**src/rtl/wb_pkg.sv**
```systemverilog
// Shared types for the write-back queue feeding the 32x64 register file.
// Optional forwarding is enabled by defining WB_QUEUE_BYPASS_EN.
package wb_pkg;

  typedef struct packed {
    logic [4:0]  rd;
    logic [63:0] data;
  } wb_entry_t;

  localparam logic [4:0] XZR = 5'd31;

endpackage

```
**src/rtl/wb_fifo.sv**
```systemverilog
// In-order entry storage with wrapping pointers and occupancy count.
// Exposes raw storage only when WB_QUEUE_BYPASS_EN is defined.
module wb_fifo
  import wb_pkg::*;
#(
  parameter int DEPTH = 4,
  localparam int PW = $clog2(DEPTH),
  localparam int CW = PW + 1
) (
  input  logic          clk,
  input  logic          reset,
  input  logic          push,
  input  logic          pop,
  input  wb_entry_t     din,
  output wb_entry_t     head,
  output logic [CW-1:0] count,
  output logic          full,
  output logic          empty
`ifdef WB_QUEUE_BYPASS_EN
  ,
  output wb_entry_t     mem_o [DEPTH],
  output logic [PW-1:0] rd_ptr_o
`endif
);

  wb_entry_t     mem_q [DEPTH];
  logic [PW-1:0] wr_ptr_q;
  logic [PW-1:0] rd_ptr_q;
  logic [CW-1:0] cnt_q;
  logic [CW-1:0] cnt_d;

  always_comb begin
    cnt_d = cnt_q;
    if (push && !pop) cnt_d = cnt_q + CW'(1);
    if (pop && !push) cnt_d = cnt_q - CW'(1);
  end

  always_ff @(posedge clk or negedge reset) begin
    if (!reset) begin
      for (int i = 0; i < DEPTH; i++) mem_q[i] <= '0;
      wr_ptr_q <= '0;
      rd_ptr_q <= '0;
      cnt_q    <= '0;
    end else begin
      if (push) begin
        mem_q[wr_ptr_q] <= din;
        wr_ptr_q        <= wr_ptr_q + PW'(1);
      end
      if (pop) rd_ptr_q <= rd_ptr_q + PW'(1);
      cnt_q <= cnt_d;
    end
  end

  assign head  = mem_q[rd_ptr_q];
  assign count = cnt_q;
  assign full  = (cnt_q == CW'(DEPTH));
  assign empty = (cnt_q == '0);

`ifdef WB_QUEUE_BYPASS_EN
  assign mem_o    = mem_q;
  assign rd_ptr_o = rd_ptr_q;
`endif

endmodule

```
**src/rtl/wb_write_queue.sv**
```systemverilog
// Write-back queue: XZR filter, drain gating and optional forwarding.
// Forwarding search is built only with WB_QUEUE_BYPASS_EN defined.
module wb_write_queue
  import wb_pkg::*;
#(
  parameter int DEPTH = 4,
  parameter int DW    = 64,
  localparam int PW = $clog2(DEPTH),
  localparam int CW = PW + 1
) (
  input  logic          clk,
  input  logic          reset,
  input  logic          in_valid,
  output logic          in_ready,
  input  logic [4:0]    in_reg,
  input  logic [DW-1:0] in_data,
  input  logic          hold,
  output logic          RegWrite,
  output logic [4:0]    WriteRegister,
  output logic [DW-1:0] WriteData,
  output logic [CW-1:0] count,
  input  logic [4:0]    ReadRegister1,
  input  logic [4:0]    ReadRegister2,
  output logic          fwd_hit1,
  output logic [DW-1:0] fwd_data1,
  output logic          fwd_hit2,
  output logic [DW-1:0] fwd_data2
);

  wb_entry_t     din;
  wb_entry_t     head;
  logic [CW-1:0] cnt;
  logic          full;
  logic          empty;
  logic          push;

  // X31 writes are consumed here and never occupy a slot
  assign in_ready = ~full;
  assign push     = in_valid & in_ready & (in_reg != XZR);
  assign din.rd   = in_reg;
  assign din.data = in_data;

  assign RegWrite      = ~empty & ~hold;
  assign WriteRegister = RegWrite ? head.rd : '0;
  assign WriteData     = RegWrite ? head.data : '0;
  assign count         = cnt;

`ifdef WB_QUEUE_BYPASS_EN
  wb_entry_t     mem [DEPTH];
  logic [PW-1:0] rd_ptr;
  logic [PW-1:0] idx;

  wb_fifo #(.DEPTH(DEPTH)) u_fifo (
    .clk      (clk),
    .reset    (reset),
    .push     (push),
    .pop      (RegWrite),
    .din      (din),
    .head     (head),
    .count    (cnt),
    .full     (full),
    .empty    (empty),
    .mem_o    (mem),
    .rd_ptr_o (rd_ptr)
  );

  // oldest to youngest, so the last match is the youngest
  always_comb begin
    fwd_hit1  = 1'b0;
    fwd_data1 = '0;
    fwd_hit2  = 1'b0;
    fwd_data2 = '0;
    idx       = '0;
    for (int i = 0; i < DEPTH; i++) begin
      idx = rd_ptr + PW'(i);
      if (CW'(i) < cnt) begin
        if (mem[idx].rd == ReadRegister1 &&
            ReadRegister1 != XZR) begin
          fwd_hit1  = 1'b1;
          fwd_data1 = mem[idx].data;
        end
        if (mem[idx].rd == ReadRegister2 &&
            ReadRegister2 != XZR) begin
          fwd_hit2  = 1'b1;
          fwd_data2 = mem[idx].data;
        end
      end
    end
  end
`else
  logic unused_rd;

  wb_fifo #(.DEPTH(DEPTH)) u_fifo (
    .clk   (clk),
    .reset (reset),
    .push  (push),
    .pop   (RegWrite),
    .din   (din),
    .head  (head),
    .count (cnt),
    .full  (full),
    .empty (empty)
  );

  assign unused_rd = ^{ReadRegister1, ReadRegister2};
  assign fwd_hit1  = 1'b0;
  assign fwd_data1 = '0;
  assign fwd_hit2  = 1'b0;
  assign fwd_data2 = '0;
`endif

endmodule
```
**config.mk**
```make
export PLATFORM = sky130hd
export DESIGN_NAME = wb_write_queue
export DESIGN_NICKNAME = d
export VERILOG_FILES = /design/src/rtl/wb_pkg.sv /design/src/rtl/wb_fifo.sv /design/src/rtl/wb_write_queue.sv
export SDC_FILE = /design/constraint.sdc
export NUM_CORES = 1
export LEC_CHECK = 0
export BUFFER_PORTS_ARGS = -buffer_cell sky130_fd_sc_hd__clkbuf_2
export CAP_MARGIN = 20
export CELL_PAD_IN_SITES_DETAIL_PLACEMENT = 0
export CELL_PAD_IN_SITES_GLOBAL_PLACEMENT = 1
export CORE_MARGIN = 10
export CORE_UTILIZATION = 26
export CTS_CLUSTER_SIZE = 40
export DETAILED_ROUTE_END_ITERATION = 10
export PLACE_DENSITY_LB_ADDON = 0.1
export SLEW_MARGIN = 10
export SYNTH_ARGS = -nofsm -noshare
export SYNTH_HDL_FRONTEND = slang
export SYNTH_SLANG_ARGS = --single-unit
```
**constraint.sdc**
```tcl
create_clock -name clk -period 2.2 [get_ports clk]
set_clock_uncertainty 0.15 [all_clocks]
set_input_delay 0.11 -clock clk [delete_from_list [all_inputs] [get_ports clk]]
set_output_delay 0.11 -clock clk [all_outputs]
set_load 0.1 [all_outputs]
```
Yosys cells after proc, flatten, opt, wreduce, memory -nomap -nowiden
Index checks and enable logic that the tools add are counted.
- mux-type cells: 10
- reduce and logical (&&, ||, !) cells: 7
- add/sub/neg operators: 4
- equal/unequal tests: 2
- $lt $le $gt $ge: 3
- bitwise operators: 8
- operator list (operator ; count):
    276-bit bitwise mux ; 1
    69-bit two-way mux ; 3
    69-bit binary-select mux with 2-bit select ; 1
    69-bit demux with 2-bit select ; 1
    64-bit two-way mux ; 1
    3-bit greater-or-equal comparator, second input constant ; 2
    3-bit two-way mux ; 2
    2-bit NOT with 3-bit output ; 2
    5-bit two-way mux ; 1
    5-bit inequality test, second input constant ; 1
    2-bit by 1-bit adder with 2-bit output, second input constant ; 2
    3-bit by 1-bit adder with 3-bit output, second input constant ; 1
    1-bit bitwise AND ; 3
    3-bit equality test, second input constant ; 1
    1-bit logical AND ; 3
    3-bit logical NOT ; 1
    3-bit by 1-bit < comparator with 1-bit output, second input constant ; 1
    1-bit NOT ; 3
    3-bit by 1-bit subtractor with 3-bit output, second input constant ; 1
    1-bit logical NOT ; 2
    2-bit nonzero test ; 1
- register bits after elaboration: 283
- bits of input ports: 83

Depth between registers and ports, before layout
Gate-level depths: netlist of the first run.
- depth in word-level cells: 7
- mapped depth: 8

By module
From an unflattened synthesis of the first run, not the netlist that was laid out.
- cell total of the unflattened synthesis: 914
- area total of the unflattened synthesis: 13969.6 um2
- modules (own cells, without submodules) (module ; cells an instance ; seq. area each (um2) ; area an instance (um2) ; instances):
    wb_fifo ; 702 ; 7081.8 ; 12487.0 ; 1
    wb_write_queue ; 212 ; 0.0 ; 1482.7 ; 1

Least setup slack after synthesis of the first run
Ideal clock, no wire load.
- path kind: reg2reg
- start: register u_fifo.cnt_q[0], in the netlist u_fifo.count[0]
- end: register u_fifo.cnt_q[1], in the netlist u_fifo.count[1]
- period minus slack after synthesis: 3.804 ns
- path buffers: 1
- path slack: -1.604 ns
- data required time: 1.924 ns
- stages on the path, launching flop included: 7
- arrival: 3.528 ns
- cells stage by stage: dfrtp_1 -> nor3_1 -> nor2_1 -> clkbuf_1 -> ha_1 -> fa_1 -> mux2_2
- elaborated cells between the ends (all ways): 16
- classes of those cells: 2 x add/sub; 1 x eq/ne; 2 x mux; 5 x bitwise; 6 x reduce/logical
- RTL lines (what ; RTL line ; RTL):
    from (decl) ; wb_fifo.sv:29 ; logic [CW-1:0] cnt_q;
    from (signal assigned) ; wb_fifo.sv:50 ; cnt_q <= cnt_d;
    3-bit logical NOT ; wb_fifo.sv:57 ; assign empty = (cnt_q == '0);
    1-bit NOT ; wb_write_queue.sv:43 ; assign RegWrite = ~empty & ~hold;
    1-bit bitwise AND ; wb_write_queue.sv:43 ;
    net RegWrite ; wb_write_queue.sv:18 ; output logic RegWrite,
    1-bit logical AND ; wb_fifo.sv:35 ; if (pop && !push) cnt_d = cnt_q - CW'(1);
    3-bit two-way mux ; wb_fifo.sv:35 ;
    net u_fifo.cnt_d[1] ; wb_fifo.sv:30 ; logic [CW-1:0] cnt_d;
The timed path passes the listed nets, and every way through them passes these cells. The select of a mux whose other input is x is not followed.
A chain may end at the register's enable or synchronous reset.

Final worst setup path of the first run
- start: register u_fifo.rd_ptr_q[0]
- end: output WriteData[19]
- cells in the longest elaborated chain, start to end: 5
- RTL lines (what ; RTL line ; RTL):
    from (decl) ; wb_fifo.sv:28 ; logic [PW-1:0] rd_ptr_q;
    from (signal assigned) ; wb_fifo.sv:49 ; if (pop) rd_ptr_q <= rd_ptr_q + PW'(1);
    2-bit NOT with 3-bit output (implied by the code) ; wb_fifo.sv:54 ; assign head = mem_q[rd_ptr_q];
    69-bit binary-select mux with 2-bit select ; wb_fifo.sv:54 ;
    69-bit two-way mux (implied by the code) (2 in a row) ; wb_fifo.sv:54 ;
    64-bit two-way mux ; wb_write_queue.sv:45 ; assign WriteData = RegWrite ? head.data : '0;
    to (decl) ; wb_write_queue.sv:20 ; output logic [DW-1:0] WriteData,
No other way between the ends. The select of a mux whose other input is x is not followed.

==> metrics.yaml, run 1 <==
floorplan:
  die_w_um: 251.4
  die-area_mm2: 0.06322
  ioPinCount: 287
  coreArea_mm2: 0.05276
  start_util_pct: 26.40
  num_rows: 84
  die_h_um: 251.4
clock_network:
  clk_pin_slew_worst_paths_ns: 0.05
  clockBufferDepth: 3
  cts_buffers: 37
  h-tree-depth: 2
  cts_root_buf: "clkbuf_16"
  clkSinkCount: 283
  clock_insertion_delay_worst_skew_ns: 0.53
  cts_tree: "yes"
timing:
  fin_crit_ns: 2.453
  fin_crit_sh_pct: 111.5
  hold_ws_ns: 0.2596
  relSlewSlack_pct: 60.01
  setup_ws_ns: -0.2531
  timing.final.hold_violations: 0
  rsz0062_at_grt: "true"
  setup_viol: 69
  fmax_ghz: 0.4076
  maxSlewViolCount: 0
  worstMarginPinSlew_ns: 0.6024
hold_path:
  hold_path_class: "input pin to flip-flop"
worst_setup_path:
  reg2reg_slack_ns: 0.07
  path_max_fanout: 7
  worst-endpoint-arrival_ns: 2.19
  crit_path_start_kind: "flip-flop"
  critPathKind: "flip-flop to output pin"
  cp.required_ns: 1.94
  end_kind: "output pin"
global_route:
  grt_usage_pct: 12.23
  grt_pass1_vias: 9173
  grt_pass1_wl_um: 59530
  grt_max_degree: 56
  antenna_found_initial: 2
  overflow: 0
logic_synthesis:
  synth_ff_type: "dfrtp_1"
  yosysTopAreaCell: "dfrtp_1"
  ys_top_cells_by_count: "283 x dfrtp_1, 232 x mux2_2, 136 x buf_4, 69 x and2_1, 69 x mux4_2"
  asyncSetResetFlopFracSynth_pct: 100.0
  netlist_area_mm2: 0.01393
  ys_ff_latch: 283
  syn_area_per_cell_um2: 15.24
  synth_edf_count: 0
  yosysMostFrequentCell: "dfrtp_1"
  ys_seq_area_share_pct: 50.85
  ys_types: 25
  synth_warnings: 0
  yosysTopAreaCellShare_pct: 50.85
  netlist_instances: 914
  synth_area_leaders: "dfrtp_1 51%, mux2_2 19%, mux4_2 11%, buf_4 7.3%, mux2_4 4.0%"
run:
  cap_violations: 0
pwr:
  power_leakage_nw: 8.104
  power_density_mw_per_mm2: 1909
  ir_drop_mv: 1.188
final_layout:
  num-fill-cells: 5120
  final_area_mm2: 0.01891
  layout-drive-gt1-share_pct: 55.90
  fin_nets: 1268
  syn_to_final_growth_pct: 35.76
drt:
  drt_iter0_drc: 207
  post-route-drc-count: 0
  dr.pass1.iters: 4
  viasPerCell: 4.178
  wl_um: 39360
  vias: 7909
  wire_per_inst_um: 20.79
  drt.antenna.violating_nets: 0
run_status:
  status: "complete, but fails checks"
  failed_checks: "setup timing"
place:
  place_congestion: 0.6659
  dp_hpwl_um: 23780
  dpl_cell_area_mm2: 0.01646
  io_buffer_count: 146
-- state kept, by name (all words and copies together), names as in the netlist --
name,count
u_fifo.wr_ptr_q,2
u_fifo.rd_ptr_q,2
u_fifo.count,3
u_fifo.mem_q,276
-- logic make-up after synthesis --
| group | count (synthesis) | synth area share (%) |
|---|---|---|
| muxes | 347 | 34.63 |
| DFF | 283 | 50.85 |
| buffers and inverters | 187 | 9.334 |
| and+or+nand+nor | 79 | 3.549 |
| adders and majority gates | 6 | 0.5929 |
| xor gates and xnor gates | 6 | 0.3774 |
| AOI/OAI and AO/OA | 5 | 0.6379 |
| other | 1 | 0.02693 |
-- path summary, 6_finish.rpt --
check,start,to,cells past startpoint
setup reg to reg,u_fifo.count[2]$_DFFE_PN0P_,u_fifo.count[2]$_DFFE_PN0P_,9
min in group asynchronous,reset,u_fifo.mem_q[26]$_DFFE_PN0P_,3
max in group asynchronous,reset,u_fifo.mem_q[87]$_DFFE_PN0P_,4
setup / recovery,u_fifo.rd_ptr_q[0]$_DFFE_PN0P_,WriteData[19],5
hold / removal,in_data[61],u_fifo.mem_q[130]$_DFFE_PN0P_,3
hold reg to reg,u_fifo.mem_q[203]$_DFFE_PN0P_,u_fifo.mem_q[203]$_DFFE_PN0P_,1
-- layout make-up --
class	instances	area, um^2	share of cell area (%)
inverter	4	15.01	0.07941
clock buffer	60	1092	5.777
antenna	1	2.502	0.01324
clock inverter	4	70.07	0.3706
sequential	283	7101	37.56
tap	688	860.8	4.553
multi-input combinational	573	6226	32.93
timing repair buffer	280	3540	18.72
-- metrics by stage --
stage	setup WS, ns	setup TNS, ns	power, mW	utilization [%]	std cells
floorplan	-0.2569	-0.4217	22.91	-	1043
global placement	0.06074	0	28.83	31.19	1738
detailed placement	0.03568	0	28.98	31.19	1738
CTS	-0.3114	-18.80	36.54	35.62	1886
global route	-0.3402	-20.78	37.97	35.84	1893
finish	-0.2531	-14.64	36.10	35.84	1893
-- cells in the final DEF, fill, tap and decap left out, types with 2 or more instances in the layout --
cell type,instances
dfrtp_1,278
mux2_2,232
conb_1,130
buf_12,92
clkbuf_2,75
dlygate4sd3_1,73
mux4_2,69
and2_4,65
clkbuf_16,41
mux2_4,37
buf_4,20
clkbuf_1,15
mux2_1,9
buf_16,9
clkbuf_8,8
dfrtp_4,5
inv_1,4
and2_1,4
nand2_1,4
a211oi_4,4
ha_1,4
buf_8,4
xnor2_1,3
xor2_1,3
buf_6,3
bufinv_16,2
clkinv_2,2
-- layer usage --
| layer | global-route usage (%) | wire length [um] |
|---|---|---|
| met1 | 15.72 | 17640 |
| met5 | 0 | 13 |
| met2 | 20.23 | 19250 |
| met4 | 2.978 | 693 |
| met3 | 3.146 | 1761 |
-- worst max-delay path, stage by stage (launching register included) --
cell	delay, ns
dfrtp_4	0.46
buf_12	0.16
buf_16	0.16
mux4_2	0.53
and2_4	0.19
buf_12	0.16
-- power breakdown --
part	internal, mW	leakage [nW]	total, mW	switching (mW)
Sequential	7.94	3.35	9.28	1.33
Clock	3.60	0.567	5.84	2.24
Combinational	9.78	4.19	21.0	11.2
Total	21.3	8.10	36.1	14.8
-- repair_timing --
| action | CTS | global route |
|---|---|---|
| setup endpoints to repair | 70 | 105 |
| gates resized for setup | 88 | 5 |
| hold buffers | 73 | 0 |
| endpoints found under the hold margin | 562 | 0 |
| cloned | 6 | 4 |
| pin swaps | 0 | 5 |
| buffers inserted | 5 | 2 |
(Power assumes the default switching activity.)
==> run 2, diff against run 1 <==
--- a/config.mk
+++ b/config.mk
@@ -14,6 +14,7 @@
 export CTS_CLUSTER_SIZE = 40
 export DETAILED_ROUTE_END_ITERATION = 10
 export PLACE_DENSITY_LB_ADDON = 0.1
+export RECOVER_POWER = 100
 export SLEW_MARGIN = 10
 export SYNTH_ARGS = -nofsm -noshare
 export SYNTH_HDL_FRONTEND = slang
==> metrics.yaml, run 2 (same netlist as run 1, synthesis figures left out) <==
clock_network:
  cts_buffers: 37
  h-tree-depth: 2
  clk_pin_slew_worst_paths_ns: 0.05
  cts_root_buf: "clkbuf_16"
  clkSinkCount: 283
  clock_insertion_delay_worst_skew_ns: 0.53
  cts_tree: "yes"
  clockBufferDepth: 3
final_layout:
  layout_commonest_cell: "dfrtp_1"
  syn_to_final_growth_pct: 34.95
  num-fill-cells: 5135
  largest_register: "u_fifo.mem_q"
  fin_nets: 1268
  layout-drive-gt1-share_pct: 55.56
  final_area_mm2: 0.01879
  final_cell_mix: "278 x dfrtp_1, 232 x mux2_2, 130 x conb_1"
  largest_reg_flops: 276
hold_path:
  hold_path_class: "input pin to flip-flop"
  whs_path_depth: 3
timing:
  fin_crit_sh_pct: 111.5
  timing.final.hold_violations: 0
  fmax_ghz: 0.4078
  setup_ws_ns: -0.2522
  relSlewSlack_pct: 43.06
  fin_crit_ns: 2.452
  worstMarginPinSlew_ns: 0.8541
  setup_viol: 325
  rsz0062_at_grt: "true"
  maxSlewViolCount: 0
  hold_ws_ns: 0.2597
global_route:
  grt_usage_pct: 12.23
  grt_pass1_wl_um: 59530
  overflow: 0
  antenna_found_initial: 2
  grt_pass1_vias: 9173
  grt_max_degree: 56
run_status:
  failed_checks: "setup timing"
  status: "complete, but fails checks"
floorplan:
  die_h_um: 251.4
  die-area_mm2: 0.06322
  coreArea_mm2: 0.05276
  num_rows: 84
  die_w_um: 251.4
  start_util_pct: 26.40
  ioPinCount: 287
pwr:
  ir_drop_mv: 1.188
  power_mw: 36.02
  power_leakage_nw: 8.064
  power_density_mw_per_mm2: 1917
drt:
  drt_iter0_drc: 265
  vias: 7975
  viasPerCell: 4.213
  drt.antenna.violating_nets: 0
  post-route-drc-count: 0
  wire_per_inst_um: 20.80
  wl_um: 39370
  dr.pass1.iters: 4
place:
  place_congestion: 0.6659
  dpl_cell_area_mm2: 0.01646
  io_buffer_count: 146
  dp_slack_ns: 0.03568
  dp_hpwl_um: 23780
worst_setup_path:
  cpMaxStageDelayCell: "mux4_2"
  crit_path_start_kind: "flip-flop"
  critPathKind: "flip-flop to output pin"
  end_kind: "output pin"
  worst-endpoint-arrival_ns: 2.19
  path_max_fanout: 7
  cp_common_cell: "buf_12"
  cp.required_ns: 1.94
  crit_chain: "buf_12 > buf_16 > mux4_2 > and2_4 > buf_12"
  r2r_cells: 5
  critical_path.max_stage_delay_ns: 0.53
run:
  cap_violations: 0
==> run 2: cell types whose count changed in the layout (fill, tap and decap cells not counted), sizes merged <==
| cell | change |
|---|---|
| buf | -11 |
| clkbuf | +11 |
==> run 2: worst max-delay path, delay by kind of cell (launching register included) <==
kind	cells	cell delay, ns
and+or+nand+nor	1	0.19
buffers and inverters	3	0.48
DFF	1	0.46
muxes	1	0.53
==> run 2: area by class of cell <==
cell class              instances  area [um^2]  share of cell area (%)
multi-input cells             573         6202                   33.00
clock inverters                 4        70.07                  0.3728
clock buffers                  60         1092                   5.812
flip-flops and latches        283         7101                   37.78
inverters                       4        15.01                 0.07989
diodes                          1        2.502                 0.01331
repair buffers                280         3451                   18.36
well taps                     688        860.8                   4.580
==> run 2: final timing paths <==
| kind | from | endpoint | slack [ns] |
|---|---|---|---|
| min in group asynchronous | reset | u_fifo.mem_q[26]$_DFFE_PN0P_ | 0.64 |
| worst min-delay path | in_data[48] | u_fifo.mem_q[186]$_DFFE_PN0P_ | 0.26 |
| worst max register to register | u_fifo.count[1]$_DFFE_PN0P_ | u_fifo.count[1]$_DFFE_PN0P_ | -0.12 |
| max in group asynchronous | reset | u_fifo.mem_q[191]$_DFFE_PN0P_ | 0.18 |
| worst min register to register | u_fifo.mem_q[203]$_DFFE_PN0P_ | u_fifo.mem_q[203]$_DFFE_PN0P_ | 0.34 |
| worst max-delay path | u_fifo.rd_ptr_q[0]$_DFFE_PN0P_ | WriteData[19] | -0.25 |
==> run 2: repair_timing <==
action	CTS	global route
hold buffers	73	0
setup endpoints to repair	70	105
gates cloned	6	4
gates resized for setup	88	5
pin swaps	0	5
endpoints found under the hold margin	562	0
buffers inserted	5	2
==> run 2: metrics by stage <==
| step | TNS (ns) | cells | utilization, % |
|---|---|---|---|
| finish | -23.50 | 1893 | 35.62 |
| floorplan | -0.4217 | 1043 | - |
| CTS | -18.80 | 1886 | 35.62 |
| detailed placement | 0 | 1738 | 31.19 |
| global route | -66.02 | 1893 | 35.62 |
| global placement | 0 | 1738 | 31.19 |
==> run 2: layer usage <==
layer  GRT usage [%]  wire, um  vias up  share of wire, %
li1                -         -     3537                 -
met1           15.72     17510     4235                44
met2           20.23     19390      152                49
met3           3.146      1766       49               4.5
met4           2.978       689        2               1.8
met5               0        13        -             0.033
==> run 2: power by group <==
part           total, mW  switching (mW)  internal [mW]  leakage (nW)
clock               5.83            2.23           3.60         0.567
combinational       20.9            11.2           9.72          4.14
sequential          9.27            1.32           7.94          3.35
total               36.0            14.8           21.3          8.06
